**src/rtl/modulation_pkg.sv**
```systemverilog
// -----------------------------------------------------------------------------
// modulation_pkg
// Shared constants and encodings for the Modulation_Unroll datapath.
//   ONE_Q16 / MINUS_ONE_Q16 : +1.0 and -1.0 in Q16.16
//   mode_e                  : input word interpretation (direct / differential)
// -----------------------------------------------------------------------------
package modulation_pkg;

  localparam logic [31:0] ONE_Q16       = 32'h0001_0000;
  localparam logic [31:0] MINUS_ONE_Q16 = 32'hFFFF_0000;

  typedef enum logic {
    MODE_DIRECT = 1'b0,
    MODE_DIFF   = 1'b1
  } mode_e;

endpackage : modulation_pkg

```
**src/rtl/modulation_seg_sign.sv**
```systemverilog
// -----------------------------------------------------------------------------
// modulation_seg_sign
// Combinational sign selector for one output segment.
//   d_i   : data bit for this segment (after differential coding)
//   pol_i : polarity inversion bit for this segment
//   amp_i : segment magnitude (two's complement, DATA_W bits)
//   seg_o : +amp when (d ^ pol) = 1, otherwise -amp (wraps, no saturation)
// -----------------------------------------------------------------------------
module modulation_seg_sign #(
  parameter int unsigned DATA_W = 32
) (
  input  logic              d_i,
  input  logic              pol_i,
  input  logic [DATA_W-1:0] amp_i,
  output logic [DATA_W-1:0] seg_o
);

  logic              sign_s;
  logic [DATA_W-1:0] neg_amp_s;

  // Negation is truncated to DATA_W, so the most negative amp maps to itself.
  assign neg_amp_s = ~amp_i + {{(DATA_W-1){1'b0}}, 1'b1};
  assign sign_s    = d_i ^ pol_i;
  assign seg_o     = sign_s ? amp_i : neg_amp_s;

endmodule : modulation_seg_sign

```
**src/rtl/modulation_unroll_mapper.sv**
```systemverilog
// -----------------------------------------------------------------------------
// modulation_unroll_mapper
// Maps one input bit word onto NUM_SEG signed segments of +amp / -amp, with
// optional differential (DBPSK) coding whose phase carries across words.
//   clk, reset        : clock, synchronous active-high reset
//   in_valid/in_ready : input handshake; in_bits, mode, amp, clear_phase
//                       are sampled on accept
//   out_valid/out_ready, out_segs : registered output handshake and segments
//                       (segment k at [k*DATA_W +: DATA_W])
//   word_cnt          : wrapping count of accepted input words
// -----------------------------------------------------------------------------
module modulation_unroll_mapper
  import modulation_pkg::*;
#(
  parameter int unsigned         DATA_W   = 32,
  parameter int unsigned         NUM_SEG  = 10,
  parameter int unsigned         BIT_W    = 32,
  parameter logic [NUM_SEG-1:0]  POL_MASK = {NUM_SEG{1'b0}},
  parameter int unsigned         CNT_W    = 16
) (
  input  logic                      clk,
  input  logic                      reset,
  input  logic                      in_valid,
  output logic                      in_ready,
  input  logic [BIT_W-1:0]          in_bits,
  input  logic                      mode,
  input  logic [DATA_W-1:0]         amp,
  input  logic                      clear_phase,
  output logic                      out_valid,
  input  logic                      out_ready,
  output logic [NUM_SEG*DATA_W-1:0] out_segs,
  output logic [CNT_W-1:0]          word_cnt
);

  logic                      out_valid_q, out_valid_d;
  logic [NUM_SEG*DATA_W-1:0] out_segs_q,  out_segs_d;
  logic                      phase_q,     phase_d;
  logic [CNT_W-1:0]          cnt_q,       cnt_d;

  logic                      accept_s;
  logic                      is_diff_s;
  logic [NUM_SEG-1:0]        d_s;
  logic [NUM_SEG*DATA_W-1:0] seg_s;

  // Bits at index NUM_SEG and above carry no meaning for this block.
  logic unused_bits_s;
  assign unused_bits_s = ^in_bits;

  assign in_ready  = !out_valid_q || out_ready;
  assign accept_s  = in_valid && in_ready;
  assign is_diff_s = (mode_e'(mode) == MODE_DIFF);

  // Differential chain: each bit is XORed with the previous coded bit,
  // seeded by the stored phase (or 0 when clear_phase is asserted).
  always_comb begin
    logic prev_s;
    d_s    = '0;
    prev_s = clear_phase ? 1'b0 : phase_q;
    for (int k = 0; k < int'(NUM_SEG); k++) begin
      if (is_diff_s) begin
        d_s[k] = in_bits[k] ^ prev_s;
      end else begin
        d_s[k] = in_bits[k];
      end
      prev_s = d_s[k];
    end
  end

  for (genvar g = 0; g < int'(NUM_SEG); g++) begin : g_seg
    modulation_seg_sign #(
      .DATA_W (DATA_W)
    ) u_seg_sign (
      .d_i   (d_s[g]),
      .pol_i (POL_MASK[g]),
      .amp_i (amp),
      .seg_o (seg_s[g*DATA_W +: DATA_W])
    );
  end

  // Next-state for the output register, phase and counter.
  always_comb begin
    out_valid_d = out_valid_q;
    out_segs_d  = out_segs_q;
    phase_d     = phase_q;
    cnt_d       = cnt_q;
    if (accept_s) begin
      out_valid_d = 1'b1;
      out_segs_d  = seg_s;
      cnt_d       = cnt_q + {{(CNT_W-1){1'b0}}, 1'b1};
      if (is_diff_s) begin
        phase_d = d_s[NUM_SEG-1];
      end else if (clear_phase) begin
        phase_d = 1'b0;
      end else begin
        phase_d = phase_q;
      end
    end else begin
      if (out_ready) begin
        out_valid_d = 1'b0;
      end else begin
        out_valid_d = out_valid_q;
      end
      if (clear_phase) begin
        phase_d = 1'b0;
      end else begin
        phase_d = phase_q;
      end
    end
  end

  // State registers; reset discards any held word.
  always_ff @(posedge clk) begin
    if (reset) begin
      out_valid_q <= 1'b0;
      out_segs_q  <= '0;
      phase_q     <= 1'b0;
      cnt_q       <= '0;
    end else begin
      out_valid_q <= out_valid_d;
      out_segs_q  <= out_segs_d;
      phase_q     <= phase_d;
      cnt_q       <= cnt_d;
    end
  end

  assign out_valid = out_valid_q;
  assign out_segs  = out_segs_q;
  assign word_cnt  = cnt_q;

endmodule : modulation_unroll_mapper

```
**config.mk**
```make
export PLATFORM = sky130hd
export DESIGN_NAME = modulation_unroll_mapper
export DESIGN_NICKNAME = d
export VERILOG_FILES = /design/src/rtl/modulation_pkg.sv /design/src/rtl/modulation_seg_sign.sv /design/src/rtl/modulation_unroll_mapper.sv
export SDC_FILE = /design/constraint.sdc
export NUM_CORES = 1
export LEC_CHECK = 0
export ABC_CLOCK_PERIOD_IN_PS = 3730
export CORE_ASPECT_RATIO = 0.9
export CORE_MARGIN = 3
export CORE_UTILIZATION = 36
export DETAILED_ROUTE_END_ITERATION = 6
export PLACE_DENSITY_LB_ADDON = 0.2
export REMOVE_ABC_BUFFERS = 1
export SLEW_MARGIN = 15
export SYNTH_ARGS = -nofsm -noshare
export SYNTH_HDL_FRONTEND = slang
export SYNTH_SLANG_ARGS = --single-unit
```
**constraint.sdc**
```tcl
create_clock -name clk -period 3.73 [get_ports clk]
set_input_delay 0.746 -clock clk [delete_from_list [all_inputs] [get_ports clk]]
set_output_delay 0.746 -clock clk [all_outputs]
set_load 0.05 [all_outputs]
```
==> impl_metrics.py, run 1 <==
metrics = {
    "floorplanning": {
        "die_area_mm2": 0.0491,
        "core_area_mm2": 0.0456,
        "die_height_um": 211,
        "initial_core_util_pct": 36.7,
        "io-pin-count": 408,
        "die_w_um": 233,
        "num_rows": 74,
    },
    "final_layout": {
        "layout.filler_cells": 4292,
        "area_of_the_multi_input_gates_mm2": 0.00914,
        "seq_area_mm2": 0.00659,
        "layout-drive-gt1-share_pct": 10.7,
        "antenna_cells": 0,
        "areaGrowthSynthToFinish_pct": 39.0,
        "layout.cells.non_filler": 3066,
        "layout.nets": 2501,
        "finalInstanceArea_mm2": 0.0233,
    },
    "detailed_routing": {
        "routed-via-count": 17700,
        "drt_first_pass_iters": 5,
        "detail_route.iter0.violations": 1412,
        "ant_nets": 0,
        "drt-vias-per-instance": 5.76,
        "wl_um": 65600,
        "drc": 0,
        "routedWlPerCell_um": 21.4,
    },
    "setup_path": {
        "critical_path_cell_count": 9,
        "critical_path.cell_chain": "clkdlybuf4s50_1 -> xnor3_1 -> nor3_1 -> o41ai_1 -> nand4_1 -> xor2_4 -> buf_12 -> or3_1 -> a311oi_1",
        "crit-reg2reg-launch": "phase_q",
        "worst_setup_path_end_kind": "flip-flop",
        "r2r-end": "out_segs[264]",
        "regToRegSetupSlack_ns": 1.09,
        "critical_path.max_stage_delay_ns": 0.65,
        "worstPathArrival_ns": 3.83,
        "r2r.worst_path.cells": 8,
        "timing.critical_path.max_delay_family": "XOR/XNOR gates",
        "setup.worst_path.class": "in2reg",
        "critical-path-slowest-cell": "xnor3_1",
        "worst_setup_path_start_kind": "input port",
        "cp.required_ns": 4.19,
        "timing.critical_path.buf_inv": 2,
        "startpoint": "in_bits[5]",
        "critPathCapture": "out_segs[306]",
        "critPathMaxFanout": 31,
    },
    "clocking": {
        "cts_tree": "built",
        "clock_tree_root_driver_cell": "clkbuf_16",
        "post_cts_buffers": 0,
        "cts_inserted_buffers": 39,
        "cts_hold_buffers": 0,
        "later_pin_clock_latency_in_the_skew_report_ns": 0.56,
        "cts_repair_resize_count": 0,
        "clock_path_buffers": 3,
        "cts.htree.levels": 2,
        "sinks_on_the_clock_net": 329,
        "path_clk_slew_ns": 0.06,
    },
    "power": {
        "p_per_area_mw_per_mm2": 523,
        "vdd.ir_drop.worst_v": 0.000278,
        "p_leak_nw": 8.44,
    },
    "placed_design": {
        "io_buffer_count": 385,
        "post_place_cells": 2996,
        "placed_area_mm2": 0.0220,
        "place_worst_setup_slack_ns": -0.160,
        "detailedPlacementHpwl_um": 45500,
        "finalWeightedCongestion": 0.858,
    },
    "status": {
        "run_status": "finished clean",
    },
    "sta": {
        "finalSetupTns_ns": 0,
        "setup_violations": 0,
        "grt_setup_unrepaired": "no",
        "max_slew_margin_vs_limit_pct": 46.5,
        "holdWs_ns": 0.485,
        "clock_skew_ns": 0.0216,
        "slew_viol_final": 0,
        "fmax_ghz": 0.296,
        "fin_crit_ns": 3.37,
        "setup_ws_ns": 0.357,
        "worstMarginPinSlew_ns": 0.803,
        "min_period_over_period_pct": 90.4,
        "hold_violations": 0,
    },
    "grt": {
        "first_global_vias": 16400,
        "gr-max-usage-layer": "met2",
        "use_met2_pct": 40.6,
        "grtUsageTotal_pct": 25.6,
        "grt.overflow.total": 0,
        "first_pass_grt_wire_length_um": 98000,
        "grt.met1_usage_pct": 35.2,
        "maximum_number_of_pins_on_one_net_before_global_route_repair": 121,
        "antenna_found_initial": 0,
        "use_met3_pct": 4.79,
    },
    "logic_synthesis": {
        "synth.yosys.seq_area_share_pct": 39.3,
        "syn_inst": 2109,
        "postSynth.asyncResetShare_pct": 0,
        "synthXorXnorAreaFrac_pct": 5.93,
        "synth_enable_flop_cells": 0,
        "synth_top_family_by_area": "simple AND/OR/NAND/NOR gates",
        "share_of_the_synthesized_area_in_compound_gates_ao_oa_aoi_oai_pct": 22.2,
        "netlist-cell-type-count": 60,
        "yosys.area_share.adder_pct": 0.149,
        "ys_seq_elements": 329,
        "yosys_warnings": 0,
        "dominantRegCellSynth": "dfxtp_1",
        "synth_area_per_cell_um2": 7.94,
        "post_synth_instance_area_mm2": 0.0167,
        "yosys.area_share.simple_pct": 25.2,
        "synth.mux.area_fraction_pct": 0.359,
    },
    "min_path": {
        "hp-class": "reg2reg",
        "holdPathStages": 2,
    },
    "flow_run": {
        "number_of_maximum_capacitance_constraint_violations": 0,
    },
}
[cells by family after synthesis]
group / after synthesis
compound gates: 516
xor+xnor: 96
fa+ha+maj: 2
buf+inv: 282
flops: 329
mux: 6
simple gates: 878
[synth_stat cells (18+ instances only)]
| library cell | instances | share of area [%] |
|---|---|---|
| dfxtp_1 | 329 | 39 |
| a211oi_1 | 72 | 3.2 |
| a311oi_1 | 189 | 9.9 |
| nor4_1 | 81 | 3.0 |
| buf_2 | 24 | 0.72 |
| o21ai_0 | 167 | 5.0 |
| nor3_1 | 83 | 2.5 |
| clkbuf_1 | 228 | 5.1 |
| xnor2_1 | 66 | 3.5 |
| or3_1 | 168 | 6.3 |
| nand2_1 | 104 | 2.3 |
| nor2_1 | 379 | 8.5 |
| xor2_1 | 18 | 0.94 |
[worst min-delay path: cells and delay by family, from the launching register on]
kind | cells | cell delay (ns)
compound gates | 1 | 0.06
simple gates | 1 | 0.07
flops | 1 | 0.33
[sequential cells by signal, indices dropped and copies added (netlist names)]
signal,cells
out_valid,1
phase_q,1
out_segs,311
word_cnt,16
[cells in the final DEF (no fill, tap or decap), types with 13 or more instances in the layout]
master           instances
clkdlybuf4s50_1        384
nor2_1                 379
dfxtp_1                329
a311oi_1               189
or3_1                  168
o21ai_0                166
buf_4                  140
nand2_1                103
nor3_1                  78
nor4_1                  78
a211oi_1                72
xnor2_1                 61
clkbuf_16               40
buf_12                  26
xor2_1                  16
a2111oi_0               13
a21oi_1                 13
[how the worst min path moves through the flow]
stage                        startpoint             to  slack (ns)
after detailed placement  out_segs[292]  out_segs[292]        0.48
after global routing      out_segs[162]  out_segs[162]        0.51
after CTS                 out_segs[292]  out_segs[292]        0.49
final                     out_segs[292]  out_segs[292]        0.49
after global placement    out_segs[313]  out_segs[313]        0.48
after floorplan           out_segs[218]  out_segs[218]        0.67
[final cells by class]
class,instances,area share [%]
sequential,329,28.3
multi-input combinational,1498,39.3
clock inverter,15,0.849
inverter,10,0.161
clock buffer,55,4.84
timing repair buffer,551,23.3
tap,608,3.27
[metrics by stage]
stage	util [%]	power, mW
global route	51.0	12.7
floorplan	-	6.73
CTS	51.0	12.3
detailed placement	48.1	8.27
global placement	48.1	8.21
finish	51.0	12.2
[power by group]
| group | leakage, nW | internal, mW | total [mW] | switching (mW) |
|---|---|---|---|---|
| logic | 5.07 | 1.42 | 4.11 | 2.69 |
| registers | 2.73 | 3.86 | 4.09 | 0.233 |
| clock network | 0.645 | 2.39 | 3.98 | 1.59 |
[layer usage]
metal,wire length [µm],part of all wire [%]
met1,28800,44
met2,29500,45
met3,5390,8.2
met4,1850,2.8
met5,0,0
Power figures use the tool's default switching activity.
==> run 2, diff against run 1 <==
- CORE_MARGIN: 3 -> default
- MAX_ROUTING_LAYER: default -> met4
==> run 2 against run 1 <==
  * Clock power decreased by 2%
  * Maximum frequency decreased by 3.3%
  * Total power decreased by 0.61%
  * Worst hold slack got worse by 0.0071 ns
  * Via count increased by 0.38%
  * Critical path depth increased by 2
  * First-iteration DRC count increased by 4.0%
  * Sequential power about the same
  * Die area decreased by 3.6%
==> impl_metrics.py, run 2 (synthesis gave the netlist of run 1 again) <==
metrics = {
    "final_layout": {
        "most_frequent_standard_cell_in_the_layout_excluding_fill_and_tap_cells": "clkdlybuf4s50_1",
        "layout.core_utilization_pct": 50.8,
        "final_cell_mix": "384 x clkdlybuf4s50_1, 379 x nor2_1, 329 x dfxtp_1, 189 x a311oi_1, 168 x or3_1",
        "largest_reg_flops": 311,
        "layout.filler_cells": 4299,
        "layout.nets": 2492,
        "areaGrowthSynthToFinish_pct": 38.6,
        "layout-drive-gt1-share_pct": 10.3,
        "antenna_cells": 0,
    },
    "setup_path": {
        "worst_setup_path_start_kind": "input port",
        "setup.worst_path.class": "in2reg",
        "critPathMaxFanout": 6,
        "timing.critical_path.max_delay_family": "simple AND/OR/NAND/NOR gates",
        "critical-path-slowest-cell": "clkdlybuf4s50_1",
        "cp.required_ns": 4.18,
        "worst_setup_path_end_kind": "flip-flop",
        "critical_path_cell_count": 11,
        "critical_path.max_stage_delay_ns": 0.58,
        "crit_top_cell": "buf_4",
        "critical_path.cell_chain": "clkdlybuf4s50_1 -> nor4_1 -> buf_4 -> nand4_1 -> or4_1 -> nor3_2 -> buf_4 -> xnor2_1 -> buf_4 -> nand2_1 -> a311oi_1",
        "worstPathArrival_ns": 3.94,
        "timing.critical_path.buf_inv": 4,
        "r2r.worst_path.cells": 8,
    },
    "power": {
        "vdd.ir_drop.worst_v": 0.000254,
        "p_per_area_mw_per_mm2": 522,
        "p_leak_nw": 8.38,
    },
    "status": {
        "run_status": "finished clean",
    },
    "grt": {
        "antenna_found_initial": 1,
        "grt.overflow.total": 0,
        "first_global_vias": 16000,
        "grtUsageTotal_pct": 26.9,
        "first_pass_grt_wire_length_um": 95800,
        "maximum_number_of_pins_on_one_net_before_global_route_repair": 121,
    },
    "floorplanning": {
        "die_area_mm2": 0.0474,
        "core_area_mm2": 0.0456,
        "io-pin-count": 408,
        "die_height_um": 207,
        "num_rows": 74,
        "die_w_um": 229,
        "initial_core_util_pct": 36.7,
    },
    "sta": {
        "slew_viol_final": 0,
        "grt_setup_unrepaired": "no",
        "clock_skew_ns": 0.0120,
        "worstMarginPinSlew_ns": 0.737,
        "hold_violations": 0,
        "fin_crit_ns": 3.49,
        "setup_violations": 0,
        "min_period_over_period_pct": 93.6,
        "max_slew_margin_vs_limit_pct": 50.9,
        "fmax_ghz": 0.287,
        "holdWs_ns": 0.478,
    },
    "clocking": {
        "cts_inserted_buffers": 39,
        "path_clk_slew_ns": 0.06,
        "later_pin_clock_latency_in_the_skew_report_ns": 0.55,
        "cts.htree.levels": 2,
        "clock_tree_root_driver_cell": "clkbuf_16",
        "cts_tree": "built",
        "sinks_on_the_clock_net": 329,
        "clock_path_buffers": 3,
    },
    "placed_design": {
        "detailedPlacementHpwl_um": 43700,
        "finalWeightedCongestion": 0.845,
        "io_buffer_count": 385,
    },
    "detailed_routing": {
        "routed-via-count": 17700,
        "drt_first_pass_iters": 5,
        "drc": 0,
        "drt-vias-per-instance": 5.81,
        "routedWlPerCell_um": 21.2,
        "wl_um": 64700,
        "detail_route.iter0.violations": 1469,
        "ant_nets": 0,
    },
    "min_path": {
        "hp-class": "reg2reg",
        "holdPathStages": 2,
    },
    "flow_run": {
        "number_of_maximum_capacitance_constraint_violations": 0,
    },
}
==> run 2: cell types whose count changed in the layout (fill, tap and decap cells not counted), sizes merged <==
cell / previous run / this run
clkinv: 8 / 4
buf: 167 / 158
clkinvlp: 3 / 2
clkbuf: 55 / 59
bufinv: 4 / 2
==> run 2: metal layers <==
layer / vias to the layer above / global-route usage (%) / share of wire, %
li1: 8337 / - / -
met1: 8532 / 36.1 / 45
met4: 0 / 9.83 / 3.1
met5: - / - / 0
met2: 751 / 41.3 / 45
met3: 117 / 3.83 / 7.1
==> run 2: final cells by class <==
cell class	instances	area, µm²	share of cell area, %
sequential	329	6590	28.4
tap	608	761	3.28
clock buffer	59	1180	5.10
inverter	10	37.5	0.162
clock inverter	8	98.8	0.426
timing repair buffer	542	5390	23.2
multi-input combinational	1498	9150	39.4
==> run 2: power breakdown <==
| part | internal, mW | leakage (nW) | switching, mW |
|---|---|---|---|
| logic | 1.43 | 5.03 | 2.70 |
| registers | 3.86 | 2.73 | 0.232 |
| clock network | 2.32 | 0.625 | 1.56 |
==> run 2: worst paths after layout <==
check	startpoint	to	slack, ns
worst min-delay path	out_segs[291]	out_segs[291]	0.48
worst max-delay path	amp[14]	out_segs[95]	0.24
worst max register to register	phase_q	out_segs[260]	0.99
worst min register to register	out_segs[291]	out_segs[291]	0.48
==> run 2: worst reg2reg max path: stages (launching register included) <==
cell and delay, ns:
dfxtp_1 0.35, nor2b_1 0.20, xor3_2 0.33, xnor3_2 0.43, xnor2_2 0.20, nor3_4 0.53
buf_12 0.25, nor4_1 0.09, nor4_1 0.26
==> run 2: through the flow <==
| stage | area [µm²] | total power, mW | cells | TNS, ns | setup WS [ns] |
|---|---|---|---|---|---|
| after global routing | 23200 | 12.6 | 3054 | 0 | 0.117 |
| after global placement | 21900 | 8.23 | 2987 | -5.34 | -0.357 |
| after floorplan | 15600 | 6.73 | 1837 | -2657.76 | -9.23 |
| after CTS | 23200 | 12.2 | 3054 | 0 | 0.0741 |
| after detailed placement | 21900 | 8.28 | 2987 | -6.71 | -0.493 |
| final | 23200 | 12.1 | 3054 | 0 | 0.240 |
==> run 2: what timing repair did <==
item / 4_1_cts / 5_1_grt
setup endpoints to repair: 0 / 6
buffers inserted: 0 / 0
resized for setup: 0 / 2
hold buffers: 0 / 0
